$ cat src/rtl/seg_timer_mux_pkg.sv
// Shared types and helpers for the seg_timer_mux BCD timer / 7-segment scanner.
//   state_e  : FSM state encodings
//   ctl_t    : control bundle {clear, load, stop, start}, MSB first = priority order
//   seg_pat  : BCD digit -> {g,f,e,d,c,b,a} pattern (active high), blank for non-digits
//   bcd_clamp: force a nibble above 9 down to 9
package seg_timer_mux_pkg;

  typedef enum logic [1:0] {
    S_IDLE  = 2'd0,
    S_RUN   = 2'd1,
    S_PAUSE = 2'd2,
    S_DONE  = 2'd3
  } state_e;

  typedef struct packed {
    logic clear;
    logic load;
    logic stop;
    logic start;
  } ctl_t;

  localparam logic [6:0] SEG_BLANK = 7'h00;

  function automatic logic [6:0] seg_pat(input logic [3:0] d);
    case (d)
      4'd0:    seg_pat = 7'h3F;
      4'd1:    seg_pat = 7'h06;
      4'd2:    seg_pat = 7'h5B;
      4'd3:    seg_pat = 7'h4F;
      4'd4:    seg_pat = 7'h66;
      4'd5:    seg_pat = 7'h6D;
      4'd6:    seg_pat = 7'h7D;
      4'd7:    seg_pat = 7'h07;
      4'd8:    seg_pat = 7'h7F;
      4'd9:    seg_pat = 7'h6F;
      default: seg_pat = SEG_BLANK;
    endcase
  endfunction

  function automatic logic [3:0] bcd_clamp(input logic [3:0] d);
    return (d > 4'd9) ? 4'd9 : d;
  endfunction

endpackage

$ cat src/rtl/seg_timer_mux_if.sv
// Control / display bundle for seg_timer_mux.
//   master: drives start/stop/clear/load/dir/load_val, observes display and status
//   slave : the timer itself
interface seg_timer_mux_if #(parameter int DIGITS = 4);
  logic                start_i;
  logic                stop_i;
  logic                clear_i;
  logic                load_i;
  logic                dir_i;
  logic [4*DIGITS-1:0] load_val_i;
  logic [7:0]          seg_o;
  logic [DIGITS-1:0]   digit_en_o;
  logic [4*DIGITS-1:0] count_o;
  logic                running_o;
  logic                irq_o;

  modport master (
    output start_i, stop_i, clear_i, load_i, dir_i, load_val_i,
    input  seg_o, digit_en_o, count_o, running_o, irq_o
  );

  modport slave (
    input  start_i, stop_i, clear_i, load_i, dir_i, load_val_i,
    output seg_o, digit_en_o, count_o, running_o, irq_o
  );
endinterface

$ cat src/rtl/seg_timer_mux_bcd_digit.sv
// One BCD digit cell (0..9) with synchronous load and inc/dec enables.
//   clk, rst_n : clock, async active-low reset
//   ld, ld_val : synchronous load (highest priority)
//   inc, dec   : count enables; cy/bw flag that this digit wraps 9->0 / 0->9
//   q          : current digit value
module seg_timer_mux_bcd_digit (
  input  logic       clk,
  input  logic       rst_n,
  input  logic       ld,
  input  logic [3:0] ld_val,
  input  logic       inc,
  input  logic       dec,
  output logic [3:0] q,
  output logic       cy,
  output logic       bw
);
  assign cy = inc && (q == 4'd9);
  assign bw = dec && (q == 4'd0);

  always_ff @(posedge clk or negedge rst_n) begin
    if (!rst_n)   q <= 4'd0;
    else if (ld)  q <= ld_val;
    else if (inc) q <= cy ? 4'd0 : q + 4'd1;
    else if (dec) q <= bw ? 4'd9 : q - 4'd1;
  end
endmodule

$ cat src/rtl/seg_timer_mux.sv
// Multi-digit BCD stopwatch / countdown timer with a multiplexed 7-segment driver.
//   wb_clk_i, wb_rst_ni : clock, async active-low reset
//   bus (slave)         : start/stop/clear/load edges, dir, BCD preset in;
//                         seg (dp,g..a), one-hot digit enable, count, running, irq out
module seg_timer_mux
  import seg_timer_mux_pkg::*;
#(
  parameter int DIGITS         = 4,
  parameter int TICK_DIV       = 10000,
  parameter int SCAN_DIV       = 1000,
  parameter bit SEG_ACTIVE_LOW = 1'b0
) (
  input  logic           wb_clk_i,
  input  logic           wb_rst_ni,
  seg_timer_mux_if.slave bus
);
  localparam int PW = $clog2(TICK_DIV);
  localparam int SW = $clog2(SCAN_DIV);
  localparam int IW = $clog2(DIGITS);
  localparam logic [IW-1:0]     IDX_LAST = IW'(DIGITS - 1);
  localparam logic [7:0]        SEG_X    = {8{SEG_ACTIVE_LOW}};
  localparam logic [DIGITS-1:0] EN_X     = {DIGITS{SEG_ACTIVE_LOW}};

  // 2-flop synchroniser plus one history stage for edge detect
  ctl_t [2:0] ctl_pipe;
  ctl_t       rise;
  logic [3:0] rise_v;

  always_ff @(posedge wb_clk_i or negedge wb_rst_ni) begin
    if (!wb_rst_ni) ctl_pipe <= '0;
    else            ctl_pipe <= {ctl_pipe[1:0],
                                 ctl_t'({bus.clear_i, bus.load_i, bus.stop_i, bus.start_i})};
  end

  assign rise_v = ctl_pipe[1] & ~ctl_pipe[2];
  assign rise   = ctl_t'(rise_v);

  state_e        state_q, state_d;
  logic [PW-1:0] presc_q;
  logic          running, done, enter_run, tick, up_tick, dn_tick, reach_zero;
  logic          cnt_ld, count_zero, count_one, irq_q;

  logic [DIGITS-1:0][3:0] cnt_q, ld_val;
  logic [DIGITS-1:0]      inc_c, dec_c, cy, bw;
  logic                   unused_bw;

  // Any control edge drops a coincident tick
  assign tick       = running && (presc_q == PW'(TICK_DIV - 1)) && !(|rise_v);
  assign count_zero = (cnt_q == '0);
  assign count_one  = (cnt_q == (4*DIGITS)'(1));
  assign up_tick    = tick && !bus.dir_i;
  // Down at zero leaves the count alone; the FSM still moves to DONE
  assign dn_tick    = tick && bus.dir_i && !count_zero;
  assign reach_zero = tick && bus.dir_i && (count_zero || count_one);
  assign cnt_ld     = rise.clear || rise.load;

  assign inc_c     = {cy[DIGITS-2:0], up_tick};
  assign dec_c     = {bw[DIGITS-2:0], dn_tick};
  assign unused_bw = bw[DIGITS-1];

  for (genvar i = 0; i < DIGITS; i++) begin : g_dig
    assign ld_val[i] = rise.clear ? 4'd0 : bcd_clamp(bus.load_val_i[4*i +: 4]);
    seg_timer_mux_bcd_digit u_dig (
      .clk    (wb_clk_i),
      .rst_n  (wb_rst_ni),
      .ld     (cnt_ld),
      .ld_val (ld_val[i]),
      .inc    (inc_c[i]),
      .dec    (dec_c[i]),
      .q      (cnt_q[i]),
      .cy     (cy[i]),
      .bw     (bw[i])
    );
  end

  // FSM: state register
  always_ff @(posedge wb_clk_i or negedge wb_rst_ni) begin
    if (!wb_rst_ni) state_q <= S_IDLE;
    else            state_q <= state_d;
  end

  // FSM: next state, priority clear > load > stop > start > tick
  always_comb begin
    state_d = state_q;
    if (rise.clear || rise.load) begin
      state_d = S_IDLE;
    end else if (rise.stop) begin
      if (state_q == S_RUN) state_d = S_PAUSE;
    end else if (rise.start) begin
      if (state_q == S_IDLE || state_q == S_PAUSE || (state_q == S_DONE && !bus.dir_i))
        state_d = S_RUN;
    end else if (reach_zero) begin
      state_d = S_DONE;
    end
  end

  // FSM: outputs
  always_comb begin
    running   = (state_q == S_RUN);
    done      = (state_q == S_DONE);
    enter_run = (state_d == S_RUN) && (state_q != S_RUN);
  end

  // Prescaler only moves in RUN; held in PAUSE, restarted on every RUN entry
  always_ff @(posedge wb_clk_i or negedge wb_rst_ni) begin
    if (!wb_rst_ni)                 presc_q <= '0;
    else if (enter_run || tick)     presc_q <= '0;
    else if (running && !(|rise_v)) presc_q <= presc_q + PW'(1);
  end

  always_ff @(posedge wb_clk_i or negedge wb_rst_ni) begin
    if (!wb_rst_ni) irq_q <= 1'b0;
    else            irq_q <= (up_tick && cy[DIGITS-1]) || reach_zero;
  end

  // Free-running scan; frame_q counts full display frames for the DONE blink
  logic [SW-1:0]     scan_q;
  logic [IW-1:0]     idx_q;
  logic [5:0]        frame_q;
  logic [7:0]        seg_raw, seg_q;
  logic [DIGITS-1:0] en_q;

  always_ff @(posedge wb_clk_i or negedge wb_rst_ni) begin
    if (!wb_rst_ni) begin
      scan_q  <= '0;
      idx_q   <= '0;
      frame_q <= '0;
    end else if (scan_q == SW'(SCAN_DIV - 1)) begin
      scan_q <= '0;
      if (idx_q == IDX_LAST) begin
        idx_q   <= '0;
        frame_q <= frame_q + 6'd1;
      end else begin
        idx_q <= idx_q + IW'(1);
      end
    end else begin
      scan_q <= scan_q + SW'(1);
    end
  end

  assign seg_raw = {running && (idx_q == '0),
                    (done && frame_q[5]) ? SEG_BLANK : seg_pat(cnt_q[idx_q])};

  // Segments and enable register on the same edge so a digit never shows a neighbour's pattern
  always_ff @(posedge wb_clk_i or negedge wb_rst_ni) begin
    if (!wb_rst_ni) begin
      seg_q <= {1'b0, seg_pat(4'd0)} ^ SEG_X;
      en_q  <= DIGITS'(1) ^ EN_X;
    end else begin
      seg_q <= seg_raw ^ SEG_X;
      en_q  <= (DIGITS'(1) << idx_q) ^ EN_X;
    end
  end

  assign bus.seg_o      = seg_q;
  assign bus.digit_en_o = en_q;
  assign bus.count_o    = cnt_q;
  assign bus.running_o  = running;
  assign bus.irq_o      = irq_q;
endmodule
$ cat src/flat_wrapper.sv
// flat-port wrapper written by rule: the top's interface ports become plain ports
module seg_timer_mux_flat import seg_timer_mux_pkg::*;
#(
  parameter int DIGITS         = 4,
  parameter int TICK_DIV       = 10000,
  parameter int SCAN_DIV       = 1000,
  parameter bit SEG_ACTIVE_LOW = 1'b0
)
  (wb_clk_i, wb_rst_ni, bus_start_i, bus_stop_i, bus_clear_i, bus_load_i, bus_dir_i, bus_load_val_i, bus_seg_o, bus_digit_en_o, bus_count_o, bus_running_o, bus_irq_o);
  seg_timer_mux_if #(.DIGITS(DIGITS)) bus_i ();
  input  logic wb_clk_i;
  input  logic wb_rst_ni;
  input wire logic [$bits(bus_i.start_i)-1:0] bus_start_i;
  input wire logic [$bits(bus_i.stop_i)-1:0] bus_stop_i;
  input wire logic [$bits(bus_i.clear_i)-1:0] bus_clear_i;
  input wire logic [$bits(bus_i.load_i)-1:0] bus_load_i;
  input wire logic [$bits(bus_i.dir_i)-1:0] bus_dir_i;
  input wire logic [$bits(bus_i.load_val_i)-1:0] bus_load_val_i;
  output wire logic [$bits(bus_i.seg_o)-1:0] bus_seg_o;
  output wire logic [$bits(bus_i.digit_en_o)-1:0] bus_digit_en_o;
  output wire logic [$bits(bus_i.count_o)-1:0] bus_count_o;
  output wire logic [$bits(bus_i.running_o)-1:0] bus_running_o;
  output wire logic [$bits(bus_i.irq_o)-1:0] bus_irq_o;
  assign bus_i.start_i = bus_start_i;
  assign bus_i.stop_i = bus_stop_i;
  assign bus_i.clear_i = bus_clear_i;
  assign bus_i.load_i = bus_load_i;
  assign bus_i.dir_i = bus_dir_i;
  assign bus_i.load_val_i = bus_load_val_i;
  assign bus_seg_o = bus_i.seg_o;
  assign bus_digit_en_o = bus_i.digit_en_o;
  assign bus_count_o = bus_i.count_o;
  assign bus_running_o = bus_i.running_o;
  assign bus_irq_o = bus_i.irq_o;
  seg_timer_mux #(.DIGITS(DIGITS), .TICK_DIV(TICK_DIV), .SCAN_DIV(SCAN_DIV), .SEG_ACTIVE_LOW(SEG_ACTIVE_LOW)) u_core (.wb_clk_i(wb_clk_i), .wb_rst_ni(wb_rst_ni), .bus(bus_i));
endmodule
$ cat config.mk
export PLATFORM = sky130hd
export DESIGN_NAME = seg_timer_mux_flat
export DESIGN_NICKNAME = d
export VERILOG_FILES = /design/src/rtl/seg_timer_mux_pkg.sv /design/src/rtl/seg_timer_mux_if.sv /design/src/rtl/seg_timer_mux_bcd_digit.sv /design/src/rtl/seg_timer_mux.sv /design/src/flat_wrapper.sv
export SDC_FILE = /design/constraint.sdc
export NUM_CORES = 1
export LEC_CHECK = 0
export BUFFER_PORTS_ARGS = -buffer_cell sky130_fd_sc_hd__buf_4
export CAP_MARGIN = 20
export CORE_MARGIN = 3
export CORE_UTILIZATION = 40
export DETAILED_ROUTE_END_ITERATION = 16
export PLACE_DENSITY = 0.62
export SYNTH_ARGS = -nofsm -noshare
export SYNTH_HDL_FRONTEND = slang
export SYNTH_SLANG_ARGS = --single-unit
$ cat constraint.sdc
create_clock -name wb_clk_i -period 5.3 [get_ports wb_clk_i]
set_input_delay 0.265 -clock wb_clk_i [delete_from_list [all_inputs] [get_ports wb_clk_i]]
set_output_delay 0.265 -clock wb_clk_i [all_outputs]
set_load 0.1 [all_outputs]
==> out/summary.txt, run 1 <==
Crit path arrival time - 3.45 ns
Root Driver - clkbuf_8
register bit total from synthesis - 75
Core Box Area - 10560 sq um
critical path's top delay family - simple AND/OR/NAND/NOR gates
CTS tree - done
H-Tree Depth - 3
Post-CTS Setup Bufs - 0
Syn Area/Cell - 9.459 sq um
pre-CTS WS - 2.128 ns
r2r startpoint - u_core.presc_q[0]$_DFFE_PN0P_
CP cell instances - ha_1 -> nand3_2 -> or4b_1 -> nor3_2 -> buf_4 -> nand3_1 -> and2_4 -> o31a_1
Vias per Instance - 5.622
Num CTS Buffers - 9
Worst Hold Launch - bus_stop_i
post-route ant nets - 0
synth unique cells - 70
Worst Setup End Kind - flop
WL/cell - 16.12 microns
Port-buffer cells - 52
initial drt markers - 239
Main synth FF type - dfrtp_1
Clock Latency Late Sink - 0.35 ns
Post-Route WL - 10.61 mm
crit path buf inv count - 1
Crit-path slowest cell - or4b_1
crit path launch type - flop
class of the worst hold path - in2reg
post-synthesis mux area share - 0.02516
clock sink count - 75
post-cts resize count - 0
die area - 12370 sq um
chip height - 111.2 microns
clk slew on worst S/H paths - 0.09 ns
clock buffer depth - 2
DRC violations left - 0
Min-Delay Endpoint - u_core.ctl_pipe[1]$_DFF_PN0_
vias in the first global route - 3544
hold slack - 0.02745 ns
# nets final - 567
gr ovfl total - 0
share of layout cells above drive strength 1 - 0.1897
leading area contributor after synthesis - dfrtp_1
Post-Synth Adder-Cell Area - 0.07631
critical path's largest stage delay - 0.71 ns
post-synthesis simple-gate area fraction - 0.2312
Synth Cell Area - 4427 sq um
synth warn - 0
Core Rows - 37
Total Routing Usage GR - 0.1767
setup TNS - 0 ns
unrepaired setup endpoints after global routing - false
internal reg-to-reg setup slack - 2.09 ns
top post-synthesis cells by area - dfrtp_1, ha_1, nor2_1
Final Setup Violations - 0
slew at the pin closest to its max-slew limit - 0.9361 ns
I/O Pins - 53
share of the synthesized area in the top cell type - 0.3844
worst setup margin - 2.089 ns
Reg-to-Reg End - u_core.g_dig[2].u_dig.q[0]$_DFFE_PN0P_
Tcrit/Tclk final - 0.6059
HPWL Detailed - 7.788 mm
number of flops mapped to enable cells by yosys - 0
Inst Count DP - 642
Max Fclk - 0.3114 GHz
hold_buf cts - 0
CP required - 5.54 ns
Post-synth top cells - dfrtp_1, nor2_1, nand2_1
Non-Filler Instances - 658
Hold Path Depth - 1
largest family of logic cells by synthesized area - simple AND/OR/NAND/NOR gates
Max-slew headroom - 0.3759
Vias - 3699
status - complete, no violations
most common cell in the netlist - dfrtp_1
initial cell density of the core - 0.4194
worst clock skew - 0.01617 ns
worst r2r path cells - 8
Syn Nets - 518
initial antenna violation count - 0
CP max FO - 11
CP Class - reg2reg
register area share after synthesis - 0.4259
post-synthesis cell count - 468
Final Util - 0.4866
Synth async-reset ratio - 1.000
PD cells - 396.4 nW/um^2
max-cap violations - 0
Synth-to-Final Area Change - 16.03%
Final min period - 3.212 ns
Die Wd - 111.2 microns
Final Wtd Congestion - 0.8957
largest net degree at the start of global routing - 76
Diodes inserted - 0
Leak - 0.002265 uW
Max VDD drop - 0.0004048 V
XOR/XNOR Fraction of Synth Area - 0.05342
Compound-Gate Fraction of Synth Area - 0.1509
Fin. Hold Viols - 0
fin. max-slew vios - 0
first-pass GRT wire length - 17.84 mm
first-pass iteration count of the detailed router - 5
-- cell type report --
type	instances	area, sq um
Fill cell	1002	5419
Multi-Input combinational cell	353	2377
Sequential cell	75	1886
Timing Repair Buffer	54	405.4
Tap cell	136	170.2
Clock buffer	9	123.9
Inverter	24	90.09
Clock inverter	7	83.83
-- sequential cells by signal, indices dropped and copies added, names as in the netlist --
register,count
u_core.bus.digit_en_o,4
u_core.bus.irq_o,1
u_core.bus.seg_o,8
u_core.ctl_pipe,12
u_core.frame_q,6
u_core.g_dig.u_dig.q,16
u_core.idx_q,2
u_core.presc_q,14
u_core.scan_q,10
u_core.state_q,2
-- metal layers --
layer / part of all wire / up-vias / track usage
met3: 0.061 / 13 / 0.03057
met1: 0.45 / 1784 / 0.2444
met4: 0.015 / 0 / 0.05434
met5: 0 / - / 0
met2: 0.47 / 129 / 0.2839
li1: - / 1773 / -
-- power breakdown --
part / internal, uW / total [uW] / leakage (uW) / switching (uW)
clock network: 228 / 469 / 0.000108 / 241
logic: 220 / 832 / 0.00120 / 613
registers: 650 / 734 / 0.000953 / 84.9
-- stage by stage --
step / power (uW) / instance area [sq um]
final: 2036 / 5136
after global routing: 2145 / 5136
after CTS: 2053 / 5136
after detailed placement: 1577 / 4928
after global placement: 1569 / 4928
after floorplan: 1389 / 4427
-- kinds of logic (layout without fill, tap and decap cells) --
kind of cell | after synthesis | in the layout
AO/OA/AOI/OAI | 101 | 101
XOR/XNOR | 27 | 27
adder cells (fa/ha/maj) | 27 | 27
buffers and inverters | 40 | 94
flip-flops | 75 | 75
multiplexers | 6 | 6
AND/OR/NAND/NOR | 192 | 192
-- cells in the final DEF, fill, tap and decap left out, types with 13 or more instances in the layout --
| cell | count |
|---|---|
| nand2_1 | 37 |
| ha_1 | 27 |
| xor2_1 | 13 |
| dfrtp_1 | 68 |
| a21oi_1 | 26 |
| o21ai_0 | 21 |
| nand3_1 | 25 |
| inv_1 | 24 |
| nor2_1 | 50 |
| xnor2_1 | 14 |
| buf_4 | 54 |
-- worst max path at each step --
| stage | startpoint | cells past startpoint | to |
|---|---|---|---|
| 6_report | u_core.presc_q[0]$_DFFE_PN0P_ | 8 | u_core.g_dig[2].u_dig.q[0]$_DFFE_PN0P_ |
| 5_1_grt | u_core.presc_q[0]$_DFFE_PN0P_ | 8 | u_core.g_dig[2].u_dig.q[0]$_DFFE_PN0P_ |
| 4_1_cts | u_core.presc_q[0]$_DFFE_PN0P_ | 8 | u_core.g_dig[2].u_dig.q[0]$_DFFE_PN0P_ |
| 3_5_place_dp | u_core.presc_q[0]$_DFFE_PN0P_ | 8 | u_core.g_dig[2].u_dig.q[0]$_DFFE_PN0P_ |
| 3_3_place_gp | u_core.presc_q[0]$_DFFE_PN0P_ | 8 | u_core.g_dig[2].u_dig.q[0]$_DFFE_PN0P_ |
| 2_1_floorplan | u_core.state_q[1]$_DFF_PN0_ | 7 | u_core.presc_q[10]$_DFFE_PN0P_ |
(Power assumes the default switching activity.)
==> run 2: changes to the inputs <==
==> constraint.sdc (replaced) <==
create_clock -name wb_clk_i -period 3.2 [get_ports wb_clk_i]
set_input_delay 0.16 -clock wb_clk_i [delete_from_list [all_inputs] [get_ports wb_clk_i]]
set_output_delay 0.16 -clock wb_clk_i [all_outputs]
set_load 0.1 [all_outputs]
==> run 2 against run 1 <==
  * Non-clock buffer count is 10 higher
  * Sequential power is 65% higher
  * Via count grew 0.73%
  * Highest routed layer unchanged
  * Die area stayed put
  * Total power is 62% higher
  * Setup slack worse by 1.6 ns
  * Clock power rose by 44%
  * Fmax up 18%
==> out/summary.txt, run 2 (same netlist as run 1, synthesis figures left out) <==
commonest cells after routing, fill and taps aside - dfrtp_1, buf_4, nor2_1, nand2_1, ha_1
Max VDD drop - 0.0005308 V
Max Fclk - 0.3683 GHz
Final Setup Violations - 0
Crit-path slowest cell - or4b_1
Total Power - 3292 uW
Worst Setup End Kind - flop
max-cap violations - 0
first-pass iteration count of the detailed router - 5
Vias per Instance - 5.578
HPWL Detailed - 7.960 mm
CP cell instances - ha_1 -> nand3_2 -> or4b_1 -> nor3_2 -> nand3_1 -> and2_4 -> o31a_1
H-Tree Depth - 3
Diodes inserted - 0
setup TNS - 0 ns
unrepaired setup endpoints after global routing - false
most common cell after layout, fill and taps aside - dfrtp_1
Register Area - 1886 sq um
Core Rows - 37
Tcrit/Tclk final - 0.8485
post-cts resize count - 0
I/O Pins - 53
gr ovfl total - 0
combinational group share of total power - 0.429
initial antenna violation count - 0
class of the worst hold path - in2reg
clock group share of total power - 0.205
WL/cell - 16.32 microns
first-pass GRT wire length - 18.29 mm
# nets final - 577
Largest register FFs - 16
switching power - 1533 uW
CP max FO - 7
critical path's top delay family - simple AND/OR/NAND/NOR gates
Top reg by flops - u_core.g_dig.u_dig.q
crit path buf inv count - 0
Num CTS Buffers - 9
footprint of the multi-input gates - 2380 sq um
initial drt markers - 242
status - complete, no violations
Leak - 0.002298 uW
Vias - 3726
Synth-to-Final Area Change - 17.38%
Clock Latency Late Sink - 0.35 ns
P_int - 1760 uW
Die Wd - 111.2 microns
Crit path arrival time - 2.95 ns
initial cell density of the core - 0.4194
Largest regs - u_core.g_dig.u_dig.q: 16 flops, u_core.presc_q: 14 flops, u_core.ctl_pipe: 12 flops
Root Driver - clkbuf_8
Total Routing Usage GR - 0.1806
hold slack - 0.04992 ns
Post-Route WL - 10.91 mm
clock buffer depth - 2
largest net degree at the start of global routing - 76
vias in the first global route - 3652
clock sink count - 75
Max-slew headroom - 0.3687
critical path's largest stage delay - 0.72 ns
CP required - 3.44 ns
chip height - 111.2 microns
crit path launch type - flop
die area - 12370 sq um
clk slew on worst S/H paths - 0.08 ns
Switching Fraction - 0.4655
DRC violations left - 0
Final min period - 2.715 ns
slew at the pin closest to its max-slew limit - 0.9470 ns
share of layout cells above drive strength 1 - 0.1955
Final Wtd Congestion - 0.9410
post-route ant nets - 0
Port-buffer cells - 52
Fin. Hold Viols - 0
CTS tree - done
fin. max-slew vios - 0
fillcell total - 996
Flop pwr share - 0.366
PD cells - 633.6 nW/um^2
worst clock skew - 0.007665 ns
Core Box Area - 10560 sq um
CP Class - reg2reg
==> run 2: final cells by class <==
class / count / area share
Clock buffer: 11 / 0.02721
Clock inverter: 5 / 0.006983
Inverter: 24 / 0.01734
Multi-Input combinational cell: 353 / 0.4580
Sequential cell: 75 / 0.3629
Tap cell: 136 / 0.03275
Timing Repair Buffer: 64 / 0.09487
==> run 2: worst min-delay path: stages <==
cell and delay [ns]:
buf_4 0.09, a32oi_1 0.05, o31ai_1 0.06
==> run 2: repair_timing <==
item	4_1_cts	5_1_grt
setup buffers	0	0
hold buffers	5	0
hold endpoints to repair	50	0
==> run 2: worst paths after layout <==
kind	startpoint	endpoint	slack [ns]	cells past startpoint
max	u_core.presc_q[0]$_DFFE_PN0P_	u_core.g_dig[2].u_dig.q[0]$_DFFE_PN0P_	0.48	7
min	bus_load_val_i[9]	u_core.g_dig[2].u_dig.q[1]$_DFFE_PN0P_	0.05	3
max reg2reg	u_core.presc_q[0]$_DFFE_PN0P_	u_core.g_dig[2].u_dig.q[0]$_DFFE_PN0P_	0.48	7
min reg2reg	u_core.ctl_pipe[3]$_DFF_PN0_	u_core.ctl_pipe[7]$_DFF_PN0_	0.35	0
max in group asynchronous	wb_rst_ni	u_core.g_dig[3].u_dig.q[3]$_DFFE_PN0P_	2.10	2
min in group asynchronous	wb_rst_ni	u_core.scan_q[0]$_DFF_PN0_	0.49	2
==> run 2: per-layer routing <==
metal,routed length (microns),global-route usage,part of all wire,vias to the layer above
met2,4967,0.2762,0.46,132
met1,5029,0.2509,0.46,1771
met4,318,0.07948,0.029,0
li1,-,-,-,1794
met3,589,0.03166,0.054,29
met5,0,0,0,-
==> run 2: stage by stage <==
step	util	instance area, sq um	std cells	setup WS [ns]
after floorplan	-	4429	468	0.2352
after global placement	0.4707	4969	647	0.6232
after detailed placement	0.4707	4969	647	0.5238
after CTS	0.4923	5196	668	0.5028
after global routing	0.4923	5196	668	0.3161
final	0.4923	5196	668	0.4847
==> run 2: power by group through the flow <==
stage | Sequential, uW | Clock, uW | Combinational, uW
6_report | 1210 | 676 | 1410
5_1_grt | 1230 | 736 | 1500
4_1_cts | 1210 | 696 | 1410
3_5_place_dp | 1220 | 0 | 1400
3_3_place_gp | 1220 | 0 | 1390
2_1_floorplan | 1820 | 0 | 477
